`src/rtl/booth_seq_pkg.sv`:
```
// Shared definitions for the Booth multiplier issue/collect sequencer:
// FSM encoding and the layout of a result FIFO entry {err, tag, product}.
package booth_seq_pkg;

  typedef enum logic [1:0] {
    ST_IDLE  = 2'd0,
    ST_CLEAR = 2'd1,
    ST_RUN   = 2'd2
  } seq_state_e;

  localparam int DATA_W_DEF  = 32;
  localparam int TAG_W_DEF   = 4;
  localparam int ENTRY_W_DEF = 2 * DATA_W_DEF + TAG_W_DEF + 1;

  // Entry layout, LSB first: product [2*DW-1:0], tag, then the error flag on top.
  localparam int RES_LSB = 0;

  function automatic int entry_w(input int data_w, input int tag_w);
    return 2 * data_w + tag_w + 1;
  endfunction

  function automatic int tag_lsb(input int data_w);
    return 2 * data_w;
  endfunction

  function automatic int err_bit(input int data_w, input int tag_w);
    return 2 * data_w + tag_w;
  endfunction

endpackage

```
`src/rtl/booth_result_fifo.sv`:
```
// First-word-fall-through result FIFO: head is visible on rdata_o whenever
// empty_o is low. Pointers wrap naturally; occupancy is kept in its own counter.
module booth_result_fifo #(
  parameter int WIDTH = 69,
  parameter int DEPTH = 2
) (
  input  logic                     clk,
  input  logic                     rst_n,
  input  logic                     push_i,
  input  logic                     pop_i,
  input  logic [WIDTH-1:0]         wdata_i,
  output logic [WIDTH-1:0]         rdata_o,
  output logic                     full_o,
  output logic                     empty_o,
  output logic [$clog2(DEPTH):0]   count_o
);

  localparam int AW = $clog2(DEPTH);
  localparam logic [AW:0] DEPTH_C = (AW + 1)'(DEPTH);

  logic [WIDTH-1:0] mem_q [DEPTH];
  logic [AW-1:0]    wr_ptr_q;
  logic [AW-1:0]    rd_ptr_q;
  logic [AW:0]      count_q;
  logic [AW:0]      count_d;
  logic             do_push;
  logic             do_pop;

  assign full_o  = (count_q == DEPTH_C);
  assign empty_o = (count_q == '0);
  assign count_o = count_q;
  assign rdata_o = mem_q[rd_ptr_q];

  // A push into a full FIFO is still safe when the head leaves on the same edge.
  assign do_pop  = pop_i && !empty_o;
  assign do_push = push_i && (!full_o || do_pop);

  always_comb begin
    count_d = count_q;
    if (do_push && !do_pop) begin
      count_d = count_q + (AW + 1)'(1);
    end else if (!do_push && do_pop) begin
      count_d = count_q - (AW + 1)'(1);
    end
  end

  always_ff @(posedge clk or negedge rst_n) begin
    if (!rst_n) begin
      wr_ptr_q <= '0;
      rd_ptr_q <= '0;
      count_q  <= '0;
    end else begin
      if (do_push) wr_ptr_q <= wr_ptr_q + AW'(1);
      if (do_pop)  rd_ptr_q <= rd_ptr_q + AW'(1);
      count_q <= count_d;
    end
  end

  always_ff @(posedge clk) begin
    if (do_push) mem_q[wr_ptr_q] <= wdata_i;
  end

endmodule

```
`src/rtl/booth_mult_sequencer.sv`:
```
// Issue/collect front end for the sequential radix-4 Booth core: accepts tagged
// operand pairs, runs one operation at a time, and queues tagged products.
module booth_mult_sequencer
  import booth_seq_pkg::*;
#(
  parameter int DATA_W    = 32,
  parameter int TAG_W     = 4,
  parameter int RES_DEPTH = 2,
  parameter int TIMEOUT   = 32
) (
  input  logic                clk,
  input  logic                rst_n,
  input  logic                in_valid_i,
  output logic                in_ready_o,
  input  logic [DATA_W-1:0]   in_a_i,
  input  logic [DATA_W-1:0]   in_b_i,
  input  logic [TAG_W-1:0]    in_tag_i,
  output logic                out_valid_o,
  input  logic                out_ready_i,
  output logic [2*DATA_W-1:0] out_result_o,
  output logic [TAG_W-1:0]    out_tag_o,
  output logic                out_err_o,
  output logic [DATA_W-1:0]   core_a_o,
  output logic [DATA_W-1:0]   core_b_o,
  output logic                core_en_o,
  output logic                core_reset_o,
  input  logic [2*DATA_W-1:0] core_result_i,
  input  logic                core_done_i,
  output logic                busy_o
);

  localparam int EW      = entry_w(DATA_W, TAG_W);
  localparam int TAG_LSB = tag_lsb(DATA_W);
  localparam int ERR_BIT = err_bit(DATA_W, TAG_W);
  localparam int AW      = $clog2(RES_DEPTH);
  localparam int CW      = $clog2(TIMEOUT + 1);
  localparam logic [AW:0]   DEPTH_C   = (AW + 1)'(RES_DEPTH);
  localparam logic [CW-1:0] WAIT_LAST = CW'(TIMEOUT - 1);

  seq_state_e          state_q;
  logic                armed_q;
  logic [DATA_W-1:0]   op_a_q;
  logic [DATA_W-1:0]   op_b_q;
  logic [TAG_W-1:0]    op_tag_q;
  logic                core_en_q;
  logic                core_rst_q;
  logic [CW-1:0]       wait_q;

  logic                accept;
  logic                run_end;
  logic                timed_out;
  logic                fifo_push;
  logic                fifo_pop;
  logic [EW-1:0]       push_data;
  logic [EW-1:0]       head;
  logic                fifo_full;
  logic                fifo_empty;
  logic [AW:0]         fifo_count;

  // armed_q keeps in_ready low while reset is held, even though state is IDLE.
  assign in_ready_o = armed_q && (state_q == ST_IDLE) && (fifo_count < DEPTH_C);
  assign accept     = in_valid_i && in_ready_o;
  assign timed_out  = (wait_q == WAIT_LAST);
  assign run_end    = (state_q == ST_RUN) && (core_done_i || timed_out);

  assign push_data = core_done_i ? {1'b0, op_tag_q, core_result_i}
                                 : {1'b1, op_tag_q, {(2 * DATA_W){1'b0}}};
  assign fifo_push = run_end && !fifo_full;
  assign fifo_pop  = out_valid_o && out_ready_i;

  always_ff @(posedge clk or negedge rst_n) begin
    if (!rst_n) begin
      state_q    <= ST_IDLE;
      armed_q    <= 1'b0;
      op_a_q     <= '0;
      op_b_q     <= '0;
      op_tag_q   <= '0;
      core_en_q  <= 1'b0;
      core_rst_q <= 1'b0;
      wait_q     <= '0;
    end else begin
      armed_q <= 1'b1;
      case (state_q)
        ST_IDLE: begin
          if (accept) begin
            op_a_q     <= in_a_i;
            op_b_q     <= in_b_i;
            op_tag_q   <= in_tag_i;
            core_en_q  <= 1'b1;
            core_rst_q <= 1'b1;
            state_q    <= ST_CLEAR;
          end
        end
        ST_CLEAR: begin
          core_rst_q <= 1'b0;
          wait_q     <= '0;
          state_q    <= ST_RUN;
        end
        ST_RUN: begin
          if (run_end) begin
            core_en_q <= 1'b0;
            state_q   <= ST_IDLE;
          end else begin
            wait_q <= wait_q + CW'(1);
          end
        end
        default: begin
          core_en_q  <= 1'b0;
          core_rst_q <= 1'b0;
          state_q    <= ST_IDLE;
        end
      endcase
    end
  end

  booth_result_fifo #(
    .WIDTH (EW),
    .DEPTH (RES_DEPTH)
  ) u_fifo (
    .clk     (clk),
    .rst_n   (rst_n),
    .push_i  (fifo_push),
    .pop_i   (fifo_pop),
    .wdata_i (push_data),
    .rdata_o (head),
    .full_o  (fifo_full),
    .empty_o (fifo_empty),
    .count_o (fifo_count)
  );

  // Stale FIFO storage is masked so the output bus reads 0 whenever nothing is offered.
  assign out_valid_o  = !fifo_empty;
  assign out_result_o = out_valid_o ? head[RES_LSB +: 2*DATA_W] : '0;
  assign out_tag_o    = out_valid_o ? head[TAG_LSB +: TAG_W] : '0;
  assign out_err_o    = out_valid_o && head[ERR_BIT];

  assign core_a_o     = op_a_q;
  assign core_b_o     = op_b_q;
  assign core_en_o    = core_en_q;
  assign core_reset_o = core_rst_q;
  assign busy_o       = (state_q != ST_IDLE);

endmodule
```
`config.mk`:
```
export PLATFORM = sky130hd
export DESIGN_NAME = booth_mult_sequencer
export DESIGN_NICKNAME = d
export VERILOG_FILES = /design/src/rtl/booth_seq_pkg.sv /design/src/rtl/booth_result_fifo.sv /design/src/rtl/booth_mult_sequencer.sv
export SDC_FILE = /design/constraint.sdc
export NUM_CORES = 1
export LEC_CHECK = 0
export CAP_MARGIN = 20
export CORE_MARGIN = 2
export CORE_UTILIZATION = 42
export DETAILED_ROUTE_END_ITERATION = 16
export GPL_TIMING_DRIVEN = 0
export PLACE_DENSITY = 0.76
export SYNTH_ARGS = -nofsm -noshare
export SYNTH_HDL_FRONTEND = slang
export SYNTH_SLANG_ARGS = --single-unit
```
`constraint.sdc`:
```
create_clock -name clk -period 4.44 [get_ports clk]
set_clock_uncertainty 0.1 [all_clocks]
set_input_delay 1.11 -clock clk [delete_from_list [all_inputs] [get_ports clk]]
set_output_delay 1.11 -clock clk [all_outputs]
set_load 0.02 [all_outputs]
```
; ---- Word-level counts from Yosys, hierarchy flattened
; Memories as Yosys holds them, arrays and structs flattened.
; Index checks and enable logic that the tools add are counted.
[op_classes]
add_sub_neg = 5
n_lt_le_gt_ge = 1
eq_ne = 7
n_mux = 16
n_bitwise = 2
reduce_logical = 27
[ops]
columns = cell, n
row1 = $mux W69, 1
row2 = $mux W64, 1
row3 = $pmux W6 S2, 1
row4 = $logic_and A1 B1 Y1, 11
row5 = $mux W2, 4
row6 = $reduce_and A2 Y1, 4
row7 = $add A6 B1 Y6 const B, 1
row8 = $eq A6 B5 Y1 const B, 1
row9 = $mux W6, 1
row10 = $ne A2 B2 Y1 const B, 3
row11 = $pmux W2 S3, 1
row12 = $reduce_bool A2 Y1, 3
row13 = $eq A2 B2 Y1 const B, 2
row14 = $logic_not A1 Y1, 4
row15 = $logic_not A2 Y1, 2
row16 = $mux W1, 4
row17 = $mux W4, 1
row18 = $pmux W1 S3, 1
row19 = $reduce_and A3 Y1, 1
row20 = $add A1 B1 Y1 const B, 2
row21 = $add A2 B1 Y2 const B, 1
row22 = $eq A2 B1 Y1 const B, 1
row23 = $logic_or A1 B1 Y1, 2
row24 = $lt A2 B2 Y1 const B, 1
row25 = 3 further kinds, 4
[totals]
register_bits = 83
mem_bits_rw = 138
in_bits = 137
output_inout_bits = 138
word_cells = 70
mem_count = 1
[mem_list]
columns = name, words, width, read_ports, rd_ports_with_merged_regs, wr, line
row1 = u_fifo.mem_q, 2, 69, 1, 0, 1, booth_result_fifo.sv:21  ; logic [WIDTH-1:0] mem_q [DEPTH];

; ---- Longest topological paths before layout
[logic_depth]
depth_word = 10
depth_mapped = 8
depth_no_buf = 8

; ---- By module
; Synthesis repeated with hierarchy kept, for this count alone.
[hier_totals]
hier_cells = 588
area_unflattened_um2 = 9905.8
[by_module_without_submodules]
columns = module, n_inst, cells_per_inst, area_each_um2, seq_area_each_um2
row1 = booth_result_fifo, 1, 235, 5541.6, 4244.1
row2 = booth_mult_sequencer, 1, 353, 4364.2, 1976.9

; ---- Least setup slack after synthesis
; OpenSTA, ideal clock, no wires.
[synth_timing]
kind = input to register
start = input port core_done_i
end = memory u_fifo.mem_q[0][0], enable pin
setup_ns = 0.505
arrival_ns = 4.506
setup_slack_ns = -0.671
stages = 3
n_path_buf = 0
path_cell_list = inv_1 -> a21oi_1 -> nor2b_1
[synth_between]
elab_chain_cells = 6
[synth_rtl]
columns = item, line
row1 = from (decl), booth_mult_sequencer.sv:28  ; input logic core_done_i,
row2 = $logic_or A1 B1 Y1, booth_mult_sequencer.sv:64  ; assign run_end = (state_q == ST_RUN) && (core_done_i || timed_out);
row3 = $logic_and A1 B1 Y1, booth_mult_sequencer.sv:64
row4 = $logic_and A1 B1 Y1, booth_mult_sequencer.sv:68  ; assign fifo_push = run_end && !fifo_full;
row5 = $logic_and A1 B1 Y1, booth_result_fifo.sv:36  ; assign do_push = push_i && (!full_o || do_pop);
row6 = $mux W1, booth_result_fifo.sv:60  ; if (do_push) mem_q[wr_ptr_q] <= wdata_i;
row7 = $mux W1 (not written as such), booth_result_fifo.sv:60
row8 = to (decl), booth_result_fifo.sv:21
; Every way passes these cells.

; ---- Final worst setup path
[layout_timing]
start = register u_fifo.count_q[1], in the netlist u_fifo.count_o[1]
end = output port out_tag_o[1]
[layout_between]
elab_chain_cells = 2
[layout_rtl]
columns = item, line
row1 = from (decl), booth_result_fifo.sv:24  ; logic [AW:0] count_q;
row2 = from (signal assigned), booth_result_fifo.sv:55  ; count_q <= count_d;
row3 = $logic_not A2 Y1, booth_result_fifo.sv:30  ; assign empty_o = (count_q == '0);
row4 = $mux W4, booth_mult_sequencer.sv:134  ; assign out_tag_o = out_valid_o ? head[TAG_LSB +: TAG_W] : '0;
row5 = to (decl), booth_mult_sequencer.sv:21  ; output logic [TAG_W-1:0] out_tag_o,
; Every way passes these cells.

==> run_results.csv <==
group,metric,value,unit
clock_network,numClockSinks,221,
yosys,synth_largest_area_cell,"edfxtp_1",
drt,via_per_inst,4.80,
timing,finalMaxSlewViolations,0,
timing,whs,0.369,ns
timing,setup_viol,0,
yosys,netlist_area,8890,sq um
pwr,p_per_area,668,nW/um^2
critical_path,cp_slowest_cell,"clkdlybuf4s50_1",
run,cap_violations,0,
yosys,synth_cell_type_count,39,
cells_and_area,area_growth_syn_to_layout,45.4,%
yosys,syn_avg_cell_area,15.2,sq um
pwr,power_leakage,5.01,nW
clock_network,cts_setup_buffers,0,
drt,drc_errors,0,
drt,drt-total-wl,21.0,mm
pwr,ir_drop,0.448,mV
grt,grt_pass1_wl,31.4,mm
min_path,hold_path.class,"reg -> reg",
floorplan,dieHeight,150,microns
grt,grt_max_degree,65,
timing,rsz0062_at_grt,"no",
grt,track_usage,0.182,
grt,grt_pass1_vias,5984,
cells_and_area,drive_gt1_frac,0.128,
floorplan,rows,53,
floorplan,initial_core_util,0.426,
cells_and_area,finalInstanceArea,12900,sq um
cells_and_area,fin_cells,1181,
yosys,synthArstFlopShare,0.376,
drt,detail_route.first_pass.iterations,5,
yosys,ys_ff_latch,221,
grt,antenna_found_initial,1,
yosys,yosys_warnings,0,
cells_and_area,fin_nets,1028,
critical_path,cp_slowest_stage_delay,0.56,ns
placement,placed_area,12100,sq um
timing,final.setup.tns,0,ns
timing,fin_crit,4.13,ns
timing,setup_slack,0.311,ns
placement,dp.cells,1139,
yosys,synth-edff-count,138,
cells_and_area,final_cell_mix,"clkdlybuf4s50_1, edfxtp_1, dfrtp_1, nor2_1, mux2i_1",
clock_network,cts_buffers,23,
cells_and_area,final_common_cell,"clkdlybuf4s50_1",
clock_network,clockRootBuffer,"clkbuf_16",
placement,place_ws,0.268,ns
floorplan,coreArea,20900,sq um
timing,post-route-period-util,0.930,
clock_network,clock_latency,0.50,ns
pwr,finalPower,8.64,mW
yosys,syn_inst,586,
drt,drtAntennaViolNets,0,
drt,routedWlPerCell,17.8,microns
drt,drtIter0Drc,174,
placement,gp_congestion,0.753,
yosys,synth_top_area_frac,0.466,
floorplan,die_width,150,microns
yosys,synth_seq_area_share,0.700,
critical_path,start_kind,"flip-flop",
grt,overflow,0,
timing,worst_slew_pin_slew,0.768,ns
timing,finalHoldViolCount,0,
timing,maxSlewHeadroom,0.488,
run_status,outcome,"complete, no violations",
critical_path,cp-end-kind,"output port",
floorplan,die_area,22400,sq um
critical_path,worstPathCellList,"nor2_4 -> clkbuf_1 -> buf_1 -> nor2_1 -> clkdlybuf4s50_1",
timing,fmax,242,MHz
critical_path,worstSetupPathType,"reg -> out",
floorplan,io_pins,275,
yosys,yosys_most_used_dff,"edfxtp_1",
yosys,netlist_top_cells_area,"edfxtp_1, dfrtp_1, mux2i_1",
cells_and_area,fin_util,0.619,
critical_path,worstPathRequired,3.23,ns
critical_path,critPathArrivalTime,2.92,ns
drt,vias,5668,
clock_network,cts.htree.levels,1,
placement,io_buffers,274,
clock_network,clk_pin_slew,0.07,ns
yosys,syn_nets,725,
clock_network,clockBufferDepth,3,
placement,dp_hpwl,14.8,mm
clock_network,cts_tree,"done",
clock_network,hold_buffers,0,
critical_path,crit_fanout,10,
[layer usage]
layer,vias to the layer above,share of wire,wire length [microns],track usage
met5,-,0,0,0
met4,0,0.014,294,0.0452
met3,26,0.11,2240,0.0662
met2,241,0.49,10200,0.314
met1,2725,0.39,8230,0.216
li1,2676,-,-,-
[kinds of logic after synthesis]
family                   Yosys count  synth area share
flip-flops                       221             0.700
XOR/XNOR                           5           0.00493
buffers and inverters             40            0.0224
AO/OA/AOI/OAI                     14           0.00985
adder cells (fa/ha/maj)            2           0.00281
other                              1          0.000422
AND/OR/NAND/NOR                  165            0.0951
multiplexers                     138             0.165
[state kept, by name, summed over array words and instances, names as in the netlist]
name,flops
op_tag_q,4
u_fifo.rd_ptr_q,1
core_en_o,1
u_fifo.count_o,2
core_b_o,32
u_fifo.mem_q,138
core_reset_o,1
armed_q,1
state_q,2
wait_q,6
u_fifo.wr_ptr_q,1
core_a_o,32
[worst max-delay path: cells and delay by family (launching register included)]
kind,cells,cell delay (ns)
flops,1,0.46
simple gates,2,0.50
buf+inv,3,1.46
[where the power goes]
| group | switching (mW) | internal [mW] | total [mW] |
|---|---|---|---|
| clock network | 0.774 | 1.34 | 2.11 |
| registers | 0.240 | 2.66 | 2.90 |
| logic | 1.85 | 1.77 | 3.63 |
| total | 2.87 | 5.77 | 8.64 |
[path summary, 6_finish.rpt]
check / startpoint / end / cells past startpoint / slack [ns]
setup / recovery: u_fifo.count_o[1] / out_tag_o[1] / 5 / 0.31
hold / removal: op_tag_q[1] / u_fifo.mem_q[1][65] / 0 / 0.37
setup reg to reg: wait_q[0] / u_fifo.mem_q[0][41] / 7 / 1.74
hold reg to reg: op_tag_q[1] / u_fifo.mem_q[1][65] / 0 / 0.37
max in group asynchronous: rst_n / wait_q[1] / 2 / 3.12
min in group asynchronous: rst_n / op_tag_q[1] / 1 / 0.50
[synthesized netlist by cell type (2+ instances only)]
master / count
ha_1: 2
nand2_1: 6
a31oi_1: 2
edfxtp_1: 138
xor2_1: 3
nand4_1: 2
inv_1: 7
buf_6: 2
xnor2_1: 2
mux2_1: 9
nand3_1: 5
nor2b_1: 5
nor2_1: 73
mux2_2: 59
buf_4: 5
o21ai_0: 5
dfrtp_1: 83
a21oi_1: 2
and2_1: 66
buf_2: 2
mux2i_1: 70
clkbuf_1: 21
[area by class of cell]
| class | count | area [sq um] |
|---|---|---|
| Fill cell | 1614 | 7960 |
| Sequential cell | 221 | 6220 |
| Timing Repair Buffer | 278 | 2840 |
| Multi-Input combinational cell | 325 | 2490 |
| Clock buffer | 29 | 618 |
| Tap cell | 275 | 344 |
| Clock inverter | 12 | 220 |
| Buffer | 32 | 168 |
| Inverter | 8 | 31.3 |
| Antenna cell | 1 | 2.50 |
[what timing repair did]
item / 4_1_cts / 5_1_grt
setup endpoints to repair: 10 / 10
resized for setup: 1 / 1
pin swaps: 0 / 0
No activity file was read; power rests on OpenSTA's default activity.
